`src/rtl/scan_decoder.sv`:
```
// -----------------------------------------------------------------------------
// scan_decoder
//
// Registered SEL_W-to-2**SEL_W one-hot decoder that drives channel/row selects.
// Two ways of choosing the asserted channel:
//   - decode mode (mode=0): in_sel is taken through a valid/ready handshake.
//     It is presented one cycle later and held until the next accept.
//   - scan mode (mode=1): the one-hot output walks over every channel on its
//     own. Each channel is held for dwell+1 cycles.
// When the output is disabled, out_valid is low and out is forced to zero.
// Tri-states are not used for this.
//
// Ports:
//   clk        rising-edge clock
//   rst_n      asynchronous active-low reset
//   en         block enable; low forces IDLE on the next edge
//   mode       0 = decode, 1 = scan
//   in_valid   in_sel is valid this cycle
//   in_ready   in_sel is accepted this cycle (combinational)
//   in_sel     channel index to decode
//   dwell      scan hold time minus one, sampled at every channel reload
//   out        registered one-hot select, zero when out_valid is low
//   out_valid  out carries a valid one-hot code
//   out_idx    binary index of the asserted out bit
//   wrap       one-cycle pulse with the first cycle of index 0 after a wrap
// -----------------------------------------------------------------------------
module scan_decoder #(
    parameter int SEL_W   = 3,
    parameter int DWELL_W = 8
) (
    input  logic                  clk,
    input  logic                  rst_n,
    input  logic                  en,
    input  logic                  mode,
    input  logic                  in_valid,
    output logic                  in_ready,
    input  logic [SEL_W-1:0]      in_sel,
    input  logic [DWELL_W-1:0]    dwell,
    output logic [(1<<SEL_W)-1:0] out,
    output logic                  out_valid,
    output logic [SEL_W-1:0]      out_idx,
    output logic                  wrap
);

    localparam int OUT_W = 1 << SEL_W;
    localparam logic [SEL_W-1:0] LAST_IDX = SEL_W'(OUT_W - 1);

    typedef enum logic [1:0] {
        IDLE   = 2'd0,
        DECODE = 2'd1,
        SCAN   = 2'd2
    } state_t;

    state_t               state_reg;
    logic [OUT_W-1:0]     out_reg;
    logic                 out_valid_reg;
    logic [SEL_W-1:0]     out_idx_reg;
    logic                 wrap_reg;
    logic [DWELL_W-1:0]   dwell_cnt_reg;

    logic [OUT_W-1:0]     sel_onehot;
    logic                 accept;

    // Plain combinational decode of the incoming index. It is only loaded
    // into out_reg on an accepted handshake.
    genvar gi;
    generate
        for (gi = 0; gi < OUT_W; gi = gi + 1) begin : g_dec
            assign sel_onehot[gi] = (in_sel == SEL_W'(gi));
        end
    endgenerate

    // The handshake is closed while scanning and whenever scan is requested.
    // mode outranks in_valid, so no accept can race a scan entry.
    assign in_ready = en && !mode && (state_reg != SCAN);
    assign accept   = in_valid && in_ready;

    always_ff @(posedge clk or negedge rst_n) begin
        if (!rst_n) begin
            state_reg     <= IDLE;
            out_reg       <= '0;
            out_valid_reg <= 1'b0;
            out_idx_reg   <= '0;
            wrap_reg      <= 1'b0;
            dwell_cnt_reg <= '0;
        end else if (!en) begin
            state_reg     <= IDLE;
            out_reg       <= '0;
            out_valid_reg <= 1'b0;
            out_idx_reg   <= '0;
            wrap_reg      <= 1'b0;
            dwell_cnt_reg <= '0;
        end else begin
            // wrap is a single-cycle pulse. It is set only on the advance
            // out of the last channel.
            wrap_reg <= 1'b0;
            case (state_reg)
                IDLE, DECODE: begin
                    if (mode) begin
                        state_reg     <= SCAN;
                        out_reg       <= OUT_W'(1);
                        out_valid_reg <= 1'b1;
                        out_idx_reg   <= '0;
                        dwell_cnt_reg <= dwell;
                    end else if (accept) begin
                        // Re-accepting the current index rewrites identical
                        // values, so the select lines never glitch.
                        state_reg     <= DECODE;
                        out_reg       <= sel_onehot;
                        out_valid_reg <= 1'b1;
                        out_idx_reg   <= in_sel;
                    end
                end
                SCAN: begin
                    if (!mode) begin
                        // Leave scan holding the channel currently shown.
                        state_reg <= DECODE;
                    end else if (dwell_cnt_reg == '0) begin
                        // Rotating the one-hot word keeps out consistent
                        // with out_idx + 1 (mod OUT_W) without a second
                        // decoder.
                        out_reg       <= {out_reg[OUT_W-2:0], out_reg[OUT_W-1]};
                        out_idx_reg   <= out_idx_reg + SEL_W'(1);
                        dwell_cnt_reg <= dwell;
                        wrap_reg      <= (out_idx_reg == LAST_IDX);
                    end else begin
                        dwell_cnt_reg <= dwell_cnt_reg - DWELL_W'(1);
                    end
                end
                default: begin
                    state_reg     <= IDLE;
                    out_reg       <= '0;
                    out_valid_reg <= 1'b0;
                    out_idx_reg   <= '0;
                    dwell_cnt_reg <= '0;
                end
            endcase
        end
    end

    assign out       = out_reg;
    assign out_valid = out_valid_reg;
    assign out_idx   = out_idx_reg;
    assign wrap      = wrap_reg;

endmodule

```
`config.mk`:
```
export PLATFORM = sky130hd
export DESIGN_NAME = scan_decoder
export DESIGN_NICKNAME = d
export VERILOG_FILES = /design/src/rtl/scan_decoder.sv
export SDC_FILE = /design/constraint.sdc
export NUM_CORES = 1
export LEC_CHECK = 0
export BUFFER_PORTS_ARGS = -buffer_cell sky130_fd_sc_hd__buf_2
export CORE_MARGIN = 1.5
export CORE_UTILIZATION = 48
export DETAILED_ROUTE_END_ITERATION = 8
export PLACE_DENSITY = 0.74
export SLEW_MARGIN = 15
export SYNTH_ARGS = -nofsm -noshare
export SYNTH_HDL_FRONTEND = slang
export SYNTH_SLANG_ARGS = --single-unit
```
`constraint.sdc`:
```
create_clock -name clk -period 1.9 [get_ports clk]
set_input_delay 0.285 -clock clk [delete_from_list [all_inputs] [get_ports clk]]
set_output_delay 0.285 -clock clk [all_outputs]
set_load 0.01 [all_outputs]
```
**Word level (Yosys, flattened, before mapping)**

Cells that the tools add are included.

- Add/subtract/negate cells: 2
- Equal/unequal tests: 17
- Muxes and demuxes: 30
- Reduce and logical (&&, ||, !) cells: 12

Operator list:

| operator | number |
|---|---|
| $mux 8 | 9 |
| $pmux 8 s2 | 2 |
| $eq 3x3->1 const B | 5 |
| $mux 3 | 5 |
| $ne 3x3->1 const B | 4 |
| $logic_not 8->1 | 1 |
| $mux 2 | 4 |
| $sub 8x1->8 const B | 1 |
| $mux 1 | 7 |
| $eq 3x2->1 const B | 2 |
| $pmux 3 s2 | 1 |
| $reduce_and 2->1 | 3 |
| $ne 2x2->1 const B | 2 |
| $ne 4x4->1 const B | 1 |
| $pmux 2 s2 | 1 |
| $add 3x1->3 const B | 1 |
| $eq 3x1->1 const B | 1 |
| $logic_and 1x1->1 | 3 |
| $logic_not 3->1 | 1 |
| $reduce_and 3->1 | 1 |
| $eq 2x1->1 const B | 1 |
| $eq 2x2->1 const B | 1 |
| $logic_not 2->1 | 1 |
| $pmux 1 s2 | 1 |
| 2 further kinds | 2 |

- Flip-flop bits (word level): 23
- Bits of input ports: 16
- Output and inout bits: 14
- Word-level logic and storage cells: 67

**Longest topological paths before layout**

Gate-level depths: netlist (run 1).

- Depth after elaboration: 8
- Depth in mapped cells: 7
- Gate-level depth less buffers: 6

**Least setup slack after synthesis (run 1)**

Ideal clock, no wire load.

- Kind: register to register
- Start: register dwell_cnt_reg[0]
- End: register out_reg[1], in the netlist out[1]
- Library setup time: 0.125 ns
- Data arrival time: 1.915 ns
- Required time: 1.775 ns
- Setup slack: -0.139 ns
- Stages on the path, launching flop included: 7
- Path buffers: 0
- Period minus slack after synthesis: 2.039 ns
- Cell sequence: dfrtp_1 > inv_1 > ha_1 > or4b_4 > o32a_4 > nand2_4 > mux2_2

- Word-level cells in the longest chain between the ends: 3

Ends and longest elaborated chain:

| what | RTL line | RTL |
|---|---|---|
| start, declared | 59 | `logic [DWELL_W-1:0] dwell_cnt_reg;` |
| start signal, assigned | 104 | `dwell_cnt_reg <= dwell;` |
| start signal, assigned | 124 | `dwell_cnt_reg <= dwell;` |
| start signal, assigned | 127 | `dwell_cnt_reg <= dwell_cnt_reg - DWELL_W'(1);` |
| $logic_not 8->1 | 118 | `end else if (dwell_cnt_reg == '0) begin` |
| $ne 3x3->1 (no line) | n/a |  |
| $reduce_and 3->1 (no line) | n/a |  |
| end signal, assigned | 109 | `out_reg <= sel_onehot;` |
| end signal, assigned | 122 | `out_reg <= {out_reg[OUT_W-2:0], out_reg[OUT_W-1]};` |
| end, declared | 55 | `logic [OUT_W-1:0] out_reg;` |

Every way passes these cells.
A chain may end at the register's enable or synchronous reset.

**Worst setup path after layout (run 1)**

- Start: register dwell_cnt_reg[1]
- End: register out_reg[4], in the netlist out[4]

The elaborated chain is that of the path after synthesis.

==> results of run 1 <==
worst paths after layout:
path | depth (start not counted) | end | slack (ns)
worst min-delay path | 3 | dwell_cnt_reg[3]$_DFFE_PN0P_ | 0.18
worst max-delay path | 6 | out[4]$_DFFE_PN0P_ | -0.13
worst min register to register | 1 | out[2]$_DFFE_PN0P_ | 0.55
min in group asynchronous | 2 | wrap$_DFF_PN0_ | 0.47
worst max register to register | 6 | out[4]$_DFFE_PN0P_ | -0.13
max in group asynchronous | 2 | state_reg[1]$_DFFE_PN0P_ | 1.06
worst min-delay path: stages:
cell	delay [ns]
buf_2	0.07
nand2_1	0.05
o311ai_2	0.06
kinds of logic after synthesis:
family / count (synthesis) / share of synthesized area (%)
compound gates: 38 / 22.31
xor+xnor: 1 / 0.6223
fa+ha+maj: 4 / 3.556
buf+inv: 11 / 3.289
flops: 23 / 40.89
mux: 9 / 7.111
simple gates: 56 / 22.22
layer usage:
metal	share of wire, %	up-vias	global-route usage [%]	routed length, um
met5	0	-	0	0
met4	1.5	0	7.641	55
met3	3.7	6	2.268	138
met2	54	36	45.65	1976
met1	41	653	27.27	1515
li1	-	640	-	-
Yosys cell counts, drive strengths merged, types with 5 or more instances:
cell type / instances
inv: 5
nor3: 7
dfrtp: 23
a21oi: 5
nor2: 14
o21ai: 6
nand2: 9
mux2: 8
timing repair:
action                                 in CTS  in global routing
endpoints found under the hold margin      23                  0
buffers inserted                            3                  3
cloned                                      1                  0
hold buffers                                1                  0
pin swaps                                   3                  8
resized for setup                          14                  8
setup endpoints to repair                  17                 19
final cells by class:
cell class	instances	area, um2	area share [%]
Sequential cell	23	576.8	30.86
Multi-Input combinational cell	109	872.1	46.65
Inverter	5	18.77	1.004
Clock buffer	3	22.52	1.205
Clock inverter	1	5.005	0.2677
Timing Repair Buffer	53	335.3	17.94
Tap cell	31	38.79	2.075
through the flow:
step | setup WS (ns) | utilization (%) | hold WS, ns
after CTS | -0.1555 | 65.93 | 0.1841
after global placement | -0.1124 | 61.34 | 0.2825
after global routing | -0.1958 | 67.79 | 0.1783
after detailed placement | -0.1747 | 61.34 | 0.2978
after floorplan | -0.1297 | - | -0.01059
final | -0.1292 | 67.79 | 0.1831
report_power, final:
group          switching, mW  internal [mW]
clock network          0.152         0.0787
logic                  0.233          0.230
registers             0.0286          0.524
==> run_results.csv, run 1 <==
group,metric,value,unit
run_status,outcome,"finished with violations",
run_status,violations,"negative setup slack",
pwr,p_leak,0.9574,nW
synth,ys_seq_area_share,40.89,%
global_routing,grt_max_degree,24,
synth,synth_top_area_cell,"dfrtp_1",
synth,synthTopCellsByArea,"dfrtp_1 (41%), mux2_2 (6.4%), nor2_1 (3.7%), ha_1 (3.6%), nor3_1 (2.5%)",
detailed_routing,avgViaCountPerCell,5.933,
sta,finalCriticalPeriod,2.029,ns
cts,cts_tree,"built",
detailed_routing,drt_wl_total,3685,um
worst_setup_path,crit_family,"simple AND/OR/NAND/NOR gates",
synth,async_reset_ff_share,100.0,%
floorplanning,die_h,57.15,um
placed_design,gp_congestion,0.8601,
global_routing,grt_pass1_vias,1322,
floorplanning,die_w,57.15,um
sta,finalSetupTns,-1.809,ns
worst_setup_path,endpoint_kind,"flop",
layout,final_common_cell,"buf_2",
cts,cts_buffer_depth,2,
placed_design,place_inst,213,
worst_setup_path,crit_path_start_kind,"flop",
worst_setup_path,path_class,"reg -> reg",
job,maxCapViolations,0,
worst_setup_path,critPathBufInv,1,
sta,max_freq,492.8,MHz
layout,syn_to_final_growth,32.80,%
layout,drive_gt1_share,40.21,%
layout,layout.cells.most_common_list,"buf_2 (29), dfrtp_1 (22), buf_4 (21)",
layout,fillers,225,
detailed_routing,drtAntennaViolNets,0,
placed_design,port-buffer-count,29,
worst_hold_path,hold_path_class,"in -> reg",
pwr,ir_worst_vdd,451.1,uV
cts,cts.sinks,23,
worst_hold_path,min_from,"dwell[3]",
worst_setup_path,cp_max_fo,6,
detailed_routing,drt_iter0_markers,44,
placed_design,dp_hpwl,2487,um
synth,syn_area,1408,um2
worst_setup_path,max_stage_delay,0.47,ns
worst_setup_path,critPathSlowestCell,"or4b_4",
synth,synth.net_count,162,
worst_setup_path,worstPathArrival,2.24,ns
sta,slew_headroom,61.67,%
worst_setup_path,crit_required,2.11,ns
synth,synth_edf_count,0,
cts,clock-root-buffer,"clkbuf_4",
sta,final-hold-violation-count,0,
cts,clk_latency,0.31,ns
placed_design,place_area,1692,um2
detailed_routing,vias,1335,
detailed_routing,firstDrtPassIters,4,
synth,yosys_warnings,0,
worst_setup_path,critPathLaunch,"dwell_cnt_reg[1]$_DFFE_PN0P_",
floorplanning,core_area,2758,um2
sta,worst_slack,-0.1292,ns
pwr,power,1.247,mW
detailed_routing,routedWlPerCell,16.38,um
layout,fin_nets,215,
global_routing,antenna_found_initial,0,
cts,htree_levels,1,
floorplanning,ios,30,
synth,netlist.area_leader.share,40.89,%
layout,fin_area,1869,um2
global_routing,gr-total-overflow,0,
layout,antenna_cells,0,
floorplanning,die_area,3266,um2
sta,slew_viol_final,0,
synth,synthDistinctLibCells,48,
synth,syn_area_per_cell,9.913,um2
sta,rsz0062_at_grt,"yes",
synth,synth_cells,142,
synth,synth_flop_cell,"dfrtp_1",
detailed_routing,drcViolationCount,0,
cts,clk_pin_slew,0.13,ns
global_routing,grt_use_total,23.73,%
sta,worst_slew_pin_slew,0.5738,ns
worst_setup_path,crit_chain,"inv_2 -> ha_4 -> or4b_4 -> o32a_4 -> nand2_4 -> mux2_4",
sta,finalClockSkew,0.001239,ns
sta,setup_violations,17,
worst_setup_path,timing.rr.start,"dwell_cnt_reg[1]$_DFFE_PN0P_",
global_routing,grt_pass1_wl,6099,um
floorplanning,num_rows,19,
pwr,powerDensity,667.2,nW/um2
layout,fin_cells,225,
floorplanning,initial_utilization,51.04,%
sta,period_share,106.8,%
synth,ys_ff_latch,23,
cts,cts_inserted_buffers,3,
Power figures use the tool's default switching activity.
==> run 2: changes to the inputs <==
- CELL_PAD_IN_SITES_DETAIL_PLACEMENT: not set -> 1
- CELL_PAD_IN_SITES_GLOBAL_PLACEMENT: not set -> 2
- CORE_UTILIZATION: 48 -> 30
- GPL_TIMING_DRIVEN: not set -> 0
- PLACE_DENSITY: 0.74 -> not set
- PLACE_DENSITY_LB_ADDON: not set -> 0.1
==> run 2 against run 1 <==
  * The run still ends with negative setup slack left
  * Sequential power is 2% higher
  * Count of clock-buffer cells in the layout is 1 higher
  * Sequential cell count stayed put
  * Hold slack worse by 0.17 ns
  * Routed wire length is 13% higher
  * Sequential share of layout area is 0.14 points higher
  * Cell count is 7.6% higher
  * Critical path depth stayed put
  * Worst setup slack worse by 0.028 ns
  * Power is 6.4% higher
==> run_results.csv, run 2 (synthesis gave the netlist of run 1 again) <==
group,metric,value,unit
run_status,outcome,"finished with violations",
run_status,violations,"negative setup slack",
worst_setup_path,cp_max_fo,6,
sta,period_share,108.3,%
layout,antenna_cells,0,
global_routing,grt_pass1_vias,1327,
detailed_routing,drcViolationCount,0,
pwr,switching_share,32.92,%
detailed_routing,drt_iter0_markers,85,
detailed_routing,routedWlPerCell,17.25,um
floorplanning,die_w,71.50,um
job,maxCapViolations,0,
cts,clk_latency,0.27,ns
worst_setup_path,path_class,"reg -> reg",
placed_design,place_area,1618,um2
worst_hold_path,hold_path_class,"in -> async",
sta,holdWs,0.009840,ns
global_routing,antenna_found_initial,0,
sta,final-hold-violation-count,0,
worst_setup_path,crit_required,2.05,ns
sta,finalCriticalPeriod,2.057,ns
global_routing,grt_pass1_wl,6748,um
pwr,powerDensity,714.5,nW/um2
global_routing,grt_max_degree,24,
detailed_routing,avgViaCountPerCell,5.455,
pwr,ir_worst_vdd,278.2,uV
layout,final_common_cell,"buf_2",
worst_setup_path,max_stage_delay,0.49,ns
cts,cts_tree,"built",
cts,htree_levels,1,
floorplanning,core_area,4444,um2
placed_design,gp_congestion,0.7877,
detailed_routing,drtAntennaViolNets,0,
sta,setup_violations,17,
cts,cts_buffer_depth,2,
sta,slew_viol_final,0,
floorplanning,initial_utilization,31.67,%
layout,syn_to_final_growth,31.91,%
floorplanning,ios,30,
cts,clk_pin_slew,0.09,ns
global_routing,gr-total-overflow,0,
global_routing,grt_use_total,16.61,%
sta,max_freq,486.1,MHz
pwr,p_comb_share,33.6,%
layout,drive_gt1_share,36.84,%
pwr,clock_power_share,23.9,%
cts,cts_hold_buf,0,
detailed_routing,firstDrtPassIters,6,
detailed_routing,drt_wl_total,4175,um
pwr,p_leak,0.9249,nW
floorplanning,num_rows,24,
layout,fillers,534,
layout,final_util,41.78,%
floorplanning,die_area,5112,um2
worst_setup_path,critPathBufInv,1,
worst_setup_path,crit_path_start_kind,"flop",
cts,cts.sinks,23,
sta,slew_headroom,51.04,%
pwr,p_switching,436.7,uW
worst_setup_path,timing.rr.start,"dwell_cnt_reg[1]$_DFFE_PN0P_",
placed_design,dp_hpwl,2793,um
layout,fin_nets,211,
sta,worst_slack,-0.1571,ns
floorplanning,die_h,71.50,um
worst_setup_path,critPathSlowestCell,"or4b_4",
sta,finalClockSkew,0.007866,ns
worst_setup_path,endpoint_kind,"flop",
worst_setup_path,critPathLaunch,"dwell_cnt_reg[1]$_DFFE_PN0P_",
cts,clock-root-buffer,"clkbuf_8",
worst_setup_path,worstPathArrival,2.21,ns
sta,worst_slew_pin_slew,0.7328,ns
layout,layout.cells.most_common_list,"buf_2 (33), dfrtp_1 (23), nor2_1 (13)",
cts,cts_inserted_buffers,3,
worst_setup_path,crit_family,"simple AND/OR/NAND/NOR gates",
pwr,p_int,889.9,uW
worst_setup_path,crit_chain,"inv_2 -> ha_4 -> or4b_4 -> o32a_4 -> nand2_4 -> mux2_4",
detailed_routing,vias,1320,
placed_design,port-buffer-count,29,
sta,rsz0062_at_grt,"yes",
pwr,share_seq_of_total_power,42.5,%
layout,fin_area,1857,um2
==> run 2: cell types whose count changed in the layout (fill, tap and decap cells not counted), moves of 3 or more <==
cell,before,now
buf_4,21,12
buf_2,29,33
clkbuf_4,3,0
clkbuf_1,0,3
clkbuf_8,0,3
==> run 2: final timing paths <==
kind / endpoint / slack (ns) / cells after the start
worst max-delay path: out[5]$_DFFE_PN0P_ / -0.16 / 6
worst min-delay path: dwell_cnt_reg[6]$_DFFE_PN0P_ / 0.01 / 1
worst max register to register: out[5]$_DFFE_PN0P_ / -0.16 / 6
worst min register to register: out[1]$_DFFE_PN0P_ / 0.54 / 1
max in group asynchronous: state_reg[0]$_DFFE_PN0P_ / 1.51 / 1
min in group clk: dwell_cnt_reg[3]$_DFFE_PN0P_ / 0.22 / 3
==> run 2: power groups by stage <==
| stage | combinational, mW | clock (mW) | sequential [mW] |
|---|---|---|---|
| detailed placement | 0.315 | 0 | 0.575 |
| floorplan | 0.210 | 0 | 0.570 |
| global route | 0.490 | 0.346 | 0.570 |
| CTS | 0.395 | 0.326 | 0.563 |
| finish | 0.446 | 0.317 | 0.564 |
| global placement | 0.312 | 0 | 0.572 |
==> run 2: final cells by class <==
class                      instances  area [um2]  area share [%]
sequential                        23       575.6           31.00
tap                               52       65.06           3.504
timing repair buffer              43       257.7           13.88
clock buffer                       4       45.04           2.426
multi-input combinational        109       867.1           46.70
buffer                             6       27.53           1.482
inverter                           5       18.77           1.011
==> run 2: timing repair <==
| item | 4_1_cts | 5_1_grt |
|---|---|---|
| setup endpoints to repair | 18 | 19 |
| resized for setup | 16 | 6 |
| cloned | 1 | 0 |
| buffers inserted | 9 | 5 |
| pin swaps | 5 | 4 |
==> run 2: stage by stage <==
step | setup WS [ns] | std cells | setup TNS (ns) | total power, mW
floorplan | -0.1297 | 142 | -1.138 | 0.7806
global placement | -0.2716 | 223 | -3.063 | 0.8838
detailed placement | -0.2864 | 223 | -3.289 | 0.8896
CTS | -0.2119 | 237 | -2.336 | 1.285
global route | -0.2175 | 242 | -3.377 | 1.406
finish | -0.1571 | 242 | -2.119 | 1.327
==> run 2: metal layers <==
metal	routed length [um]	track usage, %	vias up	part of all wire (%)
li1	-	-	628	-
met2	1842	24.61	20	44
met3	105	2.110	4	2.5
met4	23	3.354	0	0.55
met1	2204	25.95	668	53
met5	0	0	-	0
